$ cat config.mk
export PLATFORM = sky130hd
export DESIGN_NAME = alu_issue_stage_flat
export DESIGN_NICKNAME = d
export VERILOG_FILES = /design/src/rtl/alu_issue_if.sv /design/src/rtl/alu_issue_stage.sv /design/src/flat_wrapper.sv
export SDC_FILE = /design/constraint.sdc
export NUM_CORES = 1
export LEC_CHECK = 0
export ABC_CLOCK_PERIOD_IN_PS = 2000
export CAP_MARGIN = 20
export CORE_MARGIN = 8
export CORE_UTILIZATION = 57
export DETAILED_ROUTE_END_ITERATION = 12
export PLACE_DENSITY = 0.8
export SYNTH_ARGS = -nofsm -noshare
export SYNTH_HDL_FRONTEND = slang
export SYNTH_SLANG_ARGS = --single-unit
$ cat constraint.sdc
create_clock -name clk -period 2 [get_ports clk]
set_clock_uncertainty 0.1 [all_clocks]
set_input_delay 0.4 -clock clk [delete_from_list [all_inputs] [get_ports clk]]
set_output_delay 0.4 -clock clk [all_outputs]
set_load 0.01 [all_outputs]
$ cat src/rtl/alu_issue_if.sv
// alu_issue_if: handshake, operand and writeback signals between the issue
// stage (slave) and its environment (master: decoder, ALU, writeback consumer).
interface alu_issue_if #(
    parameter int DW = 16,
    parameter int AW = 3
);
    logic          in_valid;
    logic          in_ready;
    logic [2:0]    in_op;
    logic [AW-1:0] in_rd;
    logic [AW-1:0] in_rs;
    logic [AW-1:0] in_rt;
    logic [DW-1:0] in_imm;
    logic          in_use_imm;
    logic          hold;
    logic [DW-1:0] alu_a;
    logic [DW-1:0] alu_b;
    logic [2:0]    alu_op;
    logic [DW-1:0] alu_y;
    logic          wb_valid;
    logic [AW-1:0] wb_rd;
    logic [DW-1:0] wb_data;

    modport master (
        output in_valid, in_op, in_rd, in_rs, in_rt, in_imm, in_use_imm, hold, alu_y,
        input  in_ready, alu_a, alu_b, alu_op, wb_valid, wb_rd, wb_data
    );

    modport slave (
        input  in_valid, in_op, in_rd, in_rs, in_rt, in_imm, in_use_imm, hold, alu_y,
        output in_ready, alu_a, alu_b, alu_op, wb_valid, wb_rd, wb_data
    );
endinterface

$ cat src/rtl/alu_issue_stage.sv
// alu_issue_stage: operand issue + writeback around the MIPSCORE16 ALU.
// Reads operands from an NREGS x DW register file, bypasses the completing
// result, registers a/b/op to the ALU and writes the ALU result back.
// Optional: define ALU_ISSUE_REG0_ZERO_EN to make r0 a hardwired zero.
module alu_issue_stage #(
    parameter int NREGS = 8,
    parameter int DW    = 16
) (
    input  logic       clk,
    input  logic       rst_n,
    alu_issue_if.slave bus
);
    localparam int AW = $clog2(NREGS);

    logic [DW-1:0] rf_q [NREGS];
    logic          ex_valid_q;
    logic [AW-1:0] ex_rd_q;
    logic [DW-1:0] alu_a_q, alu_b_q;
    logic [2:0]    alu_op_q;
    logic          wb_valid_q;
    logic [AW-1:0] wb_rd_q;
    logic [DW-1:0] wb_data_q;

    logic          in_ready, accept, complete;
    logic          fwd_en, rf_we;
    logic [DW-1:0] rs_val, rt_val, fwd_a, fwd_b;

    // Handshake: the execute slot frees up whenever it is empty or retiring.
    always_comb begin
        in_ready = !ex_valid_q || !bus.hold;
        accept   = bus.in_valid && in_ready;
        complete = ex_valid_q && !bus.hold;
    end

    // Register read, bypass from the retiring instruction, and write enable.
`ifdef ALU_ISSUE_REG0_ZERO_EN
    always_comb begin
        rs_val = (bus.in_rs == '0) ? '0 : rf_q[bus.in_rs];
        rt_val = (bus.in_rt == '0) ? '0 : rf_q[bus.in_rt];
        fwd_en = complete && (ex_rd_q != '0);
        rf_we  = complete && (ex_rd_q != '0);
    end
`else
    always_comb begin
        rs_val = rf_q[bus.in_rs];
        rt_val = rf_q[bus.in_rt];
        fwd_en = complete;
        rf_we  = complete;
    end
`endif

    // Bypassed alu_y wins over the stale register-file copy.
    always_comb begin
        fwd_a = (fwd_en && ex_rd_q == bus.in_rs) ? bus.alu_y : rs_val;
        fwd_b = (fwd_en && ex_rd_q == bus.in_rt) ? bus.alu_y : rt_val;
        if (bus.in_use_imm) fwd_b = bus.in_imm;
    end

    // Register file: only the retiring destination is written.
    always_ff @(posedge clk or negedge rst_n) begin
        if (!rst_n) begin
            for (int i = 0; i < NREGS; i++) rf_q[i] <= '0;
        end else if (rf_we) begin
            rf_q[ex_rd_q] <= bus.alu_y;
        end
    end

    // Execute slot: loads on accept, empties on retire, frozen under hold.
    always_ff @(posedge clk or negedge rst_n) begin
        if (!rst_n) begin
            ex_valid_q <= 1'b0;
            ex_rd_q    <= '0;
            alu_a_q    <= '0;
            alu_b_q    <= '0;
            alu_op_q   <= '0;
        end else if (accept) begin
            ex_valid_q <= 1'b1;
            ex_rd_q    <= bus.in_rd;
            alu_a_q    <= fwd_a;
            alu_b_q    <= fwd_b;
            alu_op_q   <= bus.in_op;
        end else if (complete) begin
            ex_valid_q <= 1'b0;
        end
    end

    // Writeback report: one-cycle pulse; rd/data keep the last retired value.
    always_ff @(posedge clk or negedge rst_n) begin
        if (!rst_n) begin
            wb_valid_q <= 1'b0;
            wb_rd_q    <= '0;
            wb_data_q  <= '0;
        end else begin
            wb_valid_q <= complete;
            if (complete) begin
                wb_rd_q   <= ex_rd_q;
                wb_data_q <= bus.alu_y;
            end
        end
    end

    assign bus.in_ready = in_ready;
    assign bus.alu_a    = alu_a_q;
    assign bus.alu_b    = alu_b_q;
    assign bus.alu_op   = alu_op_q;
    assign bus.wb_valid = wb_valid_q;
    assign bus.wb_rd    = wb_rd_q;
    assign bus.wb_data  = wb_data_q;
endmodule

$ cat src/flat_wrapper.sv
// flat-port wrapper written by rule: the top's interface ports become plain ports
module alu_issue_stage_flat 
#(
    parameter int NREGS = 8,
    parameter int DW    = 16
)
  (clk, rst_n, bus_in_valid, bus_in_op, bus_in_rd, bus_in_rs, bus_in_rt, bus_in_imm, bus_in_use_imm, bus_hold, bus_alu_y, bus_in_ready, bus_alu_a, bus_alu_b, bus_alu_op, bus_wb_valid, bus_wb_rd, bus_wb_data);
  alu_issue_if #(.DW(DW), .AW(3)) bus_i ();
  input  logic clk;
  input  logic rst_n;
  input wire logic [$bits(bus_i.in_valid)-1:0] bus_in_valid;
  input wire logic [$bits(bus_i.in_op)-1:0] bus_in_op;
  input wire logic [$bits(bus_i.in_rd)-1:0] bus_in_rd;
  input wire logic [$bits(bus_i.in_rs)-1:0] bus_in_rs;
  input wire logic [$bits(bus_i.in_rt)-1:0] bus_in_rt;
  input wire logic [$bits(bus_i.in_imm)-1:0] bus_in_imm;
  input wire logic [$bits(bus_i.in_use_imm)-1:0] bus_in_use_imm;
  input wire logic [$bits(bus_i.hold)-1:0] bus_hold;
  input wire logic [$bits(bus_i.alu_y)-1:0] bus_alu_y;
  output wire logic [$bits(bus_i.in_ready)-1:0] bus_in_ready;
  output wire logic [$bits(bus_i.alu_a)-1:0] bus_alu_a;
  output wire logic [$bits(bus_i.alu_b)-1:0] bus_alu_b;
  output wire logic [$bits(bus_i.alu_op)-1:0] bus_alu_op;
  output wire logic [$bits(bus_i.wb_valid)-1:0] bus_wb_valid;
  output wire logic [$bits(bus_i.wb_rd)-1:0] bus_wb_rd;
  output wire logic [$bits(bus_i.wb_data)-1:0] bus_wb_data;
  assign bus_i.in_valid = bus_in_valid;
  assign bus_i.in_op = bus_in_op;
  assign bus_i.in_rd = bus_in_rd;
  assign bus_i.in_rs = bus_in_rs;
  assign bus_i.in_rt = bus_in_rt;
  assign bus_i.in_imm = bus_in_imm;
  assign bus_i.in_use_imm = bus_in_use_imm;
  assign bus_i.hold = bus_hold;
  assign bus_i.alu_y = bus_alu_y;
  assign bus_in_ready = bus_i.in_ready;
  assign bus_alu_a = bus_i.alu_a;
  assign bus_alu_b = bus_i.alu_b;
  assign bus_alu_op = bus_i.alu_op;
  assign bus_wb_valid = bus_i.wb_valid;
  assign bus_wb_rd = bus_i.wb_rd;
  assign bus_wb_data = bus_i.wb_data;
  alu_issue_stage #(.NREGS(NREGS), .DW(DW)) u_core (.clk(clk), .rst_n(rst_n), .bus(bus_i));
endmodule
---- Word level (Yosys, flattened, before mapping) ----
Index checks and enable logic that the tools add are counted.
word-level totals
  register bits after elaboration ......... 187
  bits in latches ......................... 0
  bits in writable memories ............... 0
  ROM bits ................................ 0
  output and inout bits ................... 56
  logic and storage cells ................. 48
  memories kept ........................... 0
cells by class
  add/sub/neg operators ................... 0
  multipliers ............................. 0
  div/mod/pow operators ................... 0
  magnitude comparators ................... 4
  eq/ne operators ......................... 2
  shift-type cells ........................ 0
  muxes and demuxes ....................... 14
  bitwise operators ....................... 3
  reduce and logical (&&, ||, !) cells .... 9
operators with widths
  kind                                                number
  bitwise mux 128 bit                                 1
  two-way mux 16 bit                                  8
  binary-select mux 16 bit (select 3 bit)             2
  demux 16 bit (select 3 bit)                         1
  >= comparator 4 bit, second input constant          3
  inverter 3 -> 4 bit                                 3
  == test 3 bit                                       2
  logical AND 1 bit                                   5
  < comparator 4 x 1 -> 1 bit, second input constant  1
  zero test 1 bit                                     2
  two-way mux 1 bit                                   2
  nonzero test 2 bit                                  1
  logical OR 1 bit                                    1

---- Depth between registers and ports, before layout ----
  word-level depth ........................ 6
  gate-level depth with buffers ........... 7
  mapped depth without buffers ............ 5

---- Worst setup path after synthesis ----
Ideal clock, no wire load.
  kind .................................... input to register
  from .................................... in bus_in_rs[1]
  to ...................................... reg u_core.alu_a_q[11] (netlist: u_core.bus.alu_a[11])
  data arrival time ....................... 1.686 ns
  data required time ...................... 1.777 ns
  setup slack ............................. 0.092 ns
  cell stages on the path ................. 6
  buffers on the path ..................... 2
  cell sequence ........................... buf_2 -> buf_2 -> mux4_2 -> mux2i_1 -> nand2_1 -> o221a_2
between the ends
  word-level cells in the longest chain between the ends .. 5
ends and longest elaborated chain
  item                                                   RTL line               RTL
  start, declared                                        flat_wrapper.sv:14     input wire logic [$bits(bus_i.in_rs)-1:0] bus_in_rs;
  inverter 3 -> 4 bit (implied by the code)              alu_issue_stage.sv:45  rs_val = rf_q[bus.in_rs];
  binary-select mux 16 bit (select 3 bit)                alu_issue_stage.sv:45
  two-way mux 16 bit (implied by the code) (2 in a row)  alu_issue_stage.sv:45
  two-way mux 16 bit (*)                                 alu_issue_stage.sv:54  fwd_a = (fwd_en && ex_rd_q == bus.in_rs) ? bus.alu_y : rs_val;
  end signal, assigned                                   alu_issue_stage.sv:79  alu_a_q <= fwd_a;
  end, declared                                          alu_issue_stage.sv:18  logic [DW-1:0] alu_a_q, alu_b_q;
Mark *: on every way between the ends. The rest lies on a longest branch, timed or not. The select of a mux whose other input is x is not followed.
A chain may end at the register's enable or synchronous reset.

---- Final worst setup path ----
  from .................................... in bus_hold
  to ...................................... reg u_core.rf_q[32] in the netlist's numbering
between the ends
  word-level cells in the longest chain between the ends .. 2
ends and longest elaborated chain
  item                           RTL line               RTL
  start, declared                flat_wrapper.sv:18     input wire logic [$bits(bus_i.hold)-1:0] bus_hold;
  zero test 1 bit                alu_issue_stage.sv:32  complete = ex_valid_q && !bus.hold;
  logical AND 1 bit              alu_issue_stage.sv:32
  end signal, assigned by index  alu_issue_stage.sv:64  rf_q[ex_rd_q] <= bus.alu_y;
  end, declared                  alu_issue_stage.sv:15  logic [DW-1:0] rf_q [NREGS];
No other way between the ends.

==> flow_summary.ini <==
[placement]
place_hpwl_um = 19400
dp_cells = 1120
portBuffers = 104
place_congestion = 0.862

[drt]
routed-wl-met2_um = 13400
drt_first_iter_violations = 822
wirelength_um = 28200
num_vias = 7419
firstDrtPassIters = 5
ant_nets = 0
met1_length_um = 11400
met3WireLength_um = 2570
vias_per_cell = 6.43
dr.max_layer_used = met4
routedWlPerCell_um = 24.4
drc_errors = 0

[setup_path]
critPathArrivalTime_ns = 2.16
reg2reg_depth = 4
endpoint_kind = flop
crit_required_ns = 2.22
worstSetupPathType = in -> reg
cp-startpoint = bus_hold
crit_fanout = 16
worst_path_largest_cell_delay_ns = 0.45
slowest_stage = clkdlybuf4s50_1
r2r-start = u_core.ex_rd_q[2]
setup.worst_path.start_class = input pin
crit_chain = clkdlybuf4s50_1 -> nand2b_1 -> clkinv_4 -> nand2_4 -> nor3b_4 -> buf_12 -> mux2_2

[clock_network]
clk_path_buf_depth = 2
cts_sinks = 187
cts_made_buffers = 17
post_cts_buffers = 0
path_clk_slew_ns = 0.07
cts_tree = built
cts_root_buffer = clkbuf_16
insertion_delay_ns = 0.44
htree_levels = 4

[layout]
final_cell_mix = dfrtp_1, nand2_1, mux2_2
insertedDiodeCount = 0
drive_above_1_share_pct = 31.4
mostFrequentLayoutCell = dfrtp_1
fillers = 1061
finalNonFillerCells = 1153
syn2layout_area_growth_pct = 25.5
final_util_pct = 73.3
seq_area_um2 = 4680
finalNetCount = 969
multiInputGateArea_um2 = 4680

[floorplan]
core_um2 = 16600
rows = 47
die_y_um = 146
die_x_um = 146
dieArea_um2 = 21400
pin_count = 105
initial_core_util_pct = 58.4

[logic_synthesis]
synth_edf_count = 0
syn_area_per_cell_um2 = 12.4
yosys_warnings = 0
synth_top_flop_cell = dfrtp_1
synthDistinctLibCells = 39
netlist_area_um2 = 9690
synth-async-reset-ratio_pct = 100
syn_nets = 833
ys_ff_latch = 187
seq_area_frac_synth_pct = 48.3
synthCells = 784

[status]
outcome = finished, final reports clean

[sta]
finalSetupViolCount = 0
rsz0062_at_grt = no
max_freq_ghz = 0.517
tightest_slew_ns = 0.586
final_max_slew_viol_count = 0
hold_violations = 0
fin_crit_sh_pct = 96.7
period_minus_slack_ns = 1.93
relSlewSlack_pct = 61.0

[global_route]
grt_first_pass_wirelength_um = 44200
grt_max_degree = 58
globalRouteTotalUtil_pct = 26.5
antenna_found_initial = 0
gr-total-overflow = 0
grt_pass1_vias = 7642

[power_and_ir_drop]
leakage_uw = 0.00553
combinationalPowerShare_pct = 30.7
powerDensity_nw_per_um2 = 1150
swShare_pct = 32.0
clkPwrFrac_pct = 23.9
intPower_uw = 9520
seqPwrFrac_pct = 45.5
vdd.ir_drop.worst_mv = 0.749
p_sw_uw = 4470

[min_path]
hold_path.class = reg -> reg
holdPathStages = 2
min_from = u_core.bus.wb_data[6]

[flow_run]
drv_cap = 0
[cells in the mapped netlist (10+ instances only)]
library cell  count  area, um^2
a221oi_1         16         140
a22oi_1          32         240
and3_1           32         200
buf_2            23         115
clkbuf_1         40         150
dfrtp_1         187        4680
mux2_2          111        1250
mux2_4           10         150
mux2i_1          80         801
mux4_2           32         721
nand2_1         121         454
nand2b_1         19         119
o21ai_0          10        50.1
o221a_2          11         124
o31ai_1          16         120
[repair_timing]
item,CTS,global route
pin swaps,0,0
endpoints found under the setup margin,1,12
hold buffers,1,0
hold endpoints to repair,47,0
gates resized for setup,1,2
[flip-flops by register name (all words and copies together), names as in the netlist]
register             count
u_core.rf_q            128
u_core.bus.wb_valid      1
u_core.ex_valid_q        1
u_core.bus.alu_a        16
u_core.bus.wb_rd         3
u_core.ex_rd_q           3
u_core.bus.alu_b        16
u_core.bus.wb_data      16
u_core.bus.alu_op        3
[metal layers]
metal	GRT usage, %	up-vias
met1	34.1	3781
met4	10.6	0
met3	7.60	66
li1	-	3161
met5	0	-
met2	41.7	411
[final cells by class]
type	instances	area share (%)
multi-input combinational	522	38.5
sequential	187	38.5
clock inverter	15	1.28
inverter	6	0.226
tap	220	2.26
clock buffer	17	3.50
timing repair buffer	186	15.8
[path summary, 6_finish.rpt]
check | to | slack (ns)
worst max-delay path | u_core.rf_q[32] | 0.07
worst min-delay path | u_core.bus.wb_data[6] | 0.39
worst max register to register | u_core.rf_q[31] | 0.10
worst min register to register | u_core.bus.wb_data[6] | 0.39
max in group asynchronous | u_core.rf_q[56] | 0.72
min in group asynchronous | u_core.rf_q[97] | 0.41
[kinds of logic (layout without fill, tap and decap cells)]
logic type	count (synthesis)	after routing	synth area share (%)
buffers and inverters	75	224	3.60
AO/OA/AOI/OAI	93	93	7.68
AND/OR/NAND/NOR	188	188	9.49
flip-flops	187	187	48.3
XOR/XNOR	6	6	0.542
multiplexers	235	235	30.4
[power by group through the flow]
| stage | registers (uW) | logic [uW] | clock network [uW] |
|---|---|---|---|
| 2_1_floorplan | 6010 | 2720 | 0 |
| 3_3_place_gp | 6190 | 4040 | 0 |
| 3_5_place_dp | 6320 | 4240 | 0 |
| 4_1_cts | 6280 | 4290 | 3380 |
| 5_1_grt | 6470 | 4620 | 3520 |
| 6_report | 6360 | 4290 | 3340 |
[worst max-delay path: cells and delay by family]
family	cells	cell delay [ns]
buffers and inverters	3	0.79
and+or+nand+nor	3	0.61
muxes	1	0.36
[metrics by stage]
stage	hold slack, ns	setup TNS [ns]	cell area, um^2	setup slack (ns)	total power [uW]
final	0.386	0	12200	0.0661	14000
after CTS	0.387	0	12200	0.0654	14000
after global routing	0.402	0	12200	0.00284	14600
after floorplan	0.00441	0	9690	0.0918	8730
after global placement	0.308	-40.19	11600	-0.361	10200
after detailed placement	0.320	-43.70	11600	-0.370	10600
(Power assumes the default switching activity.)
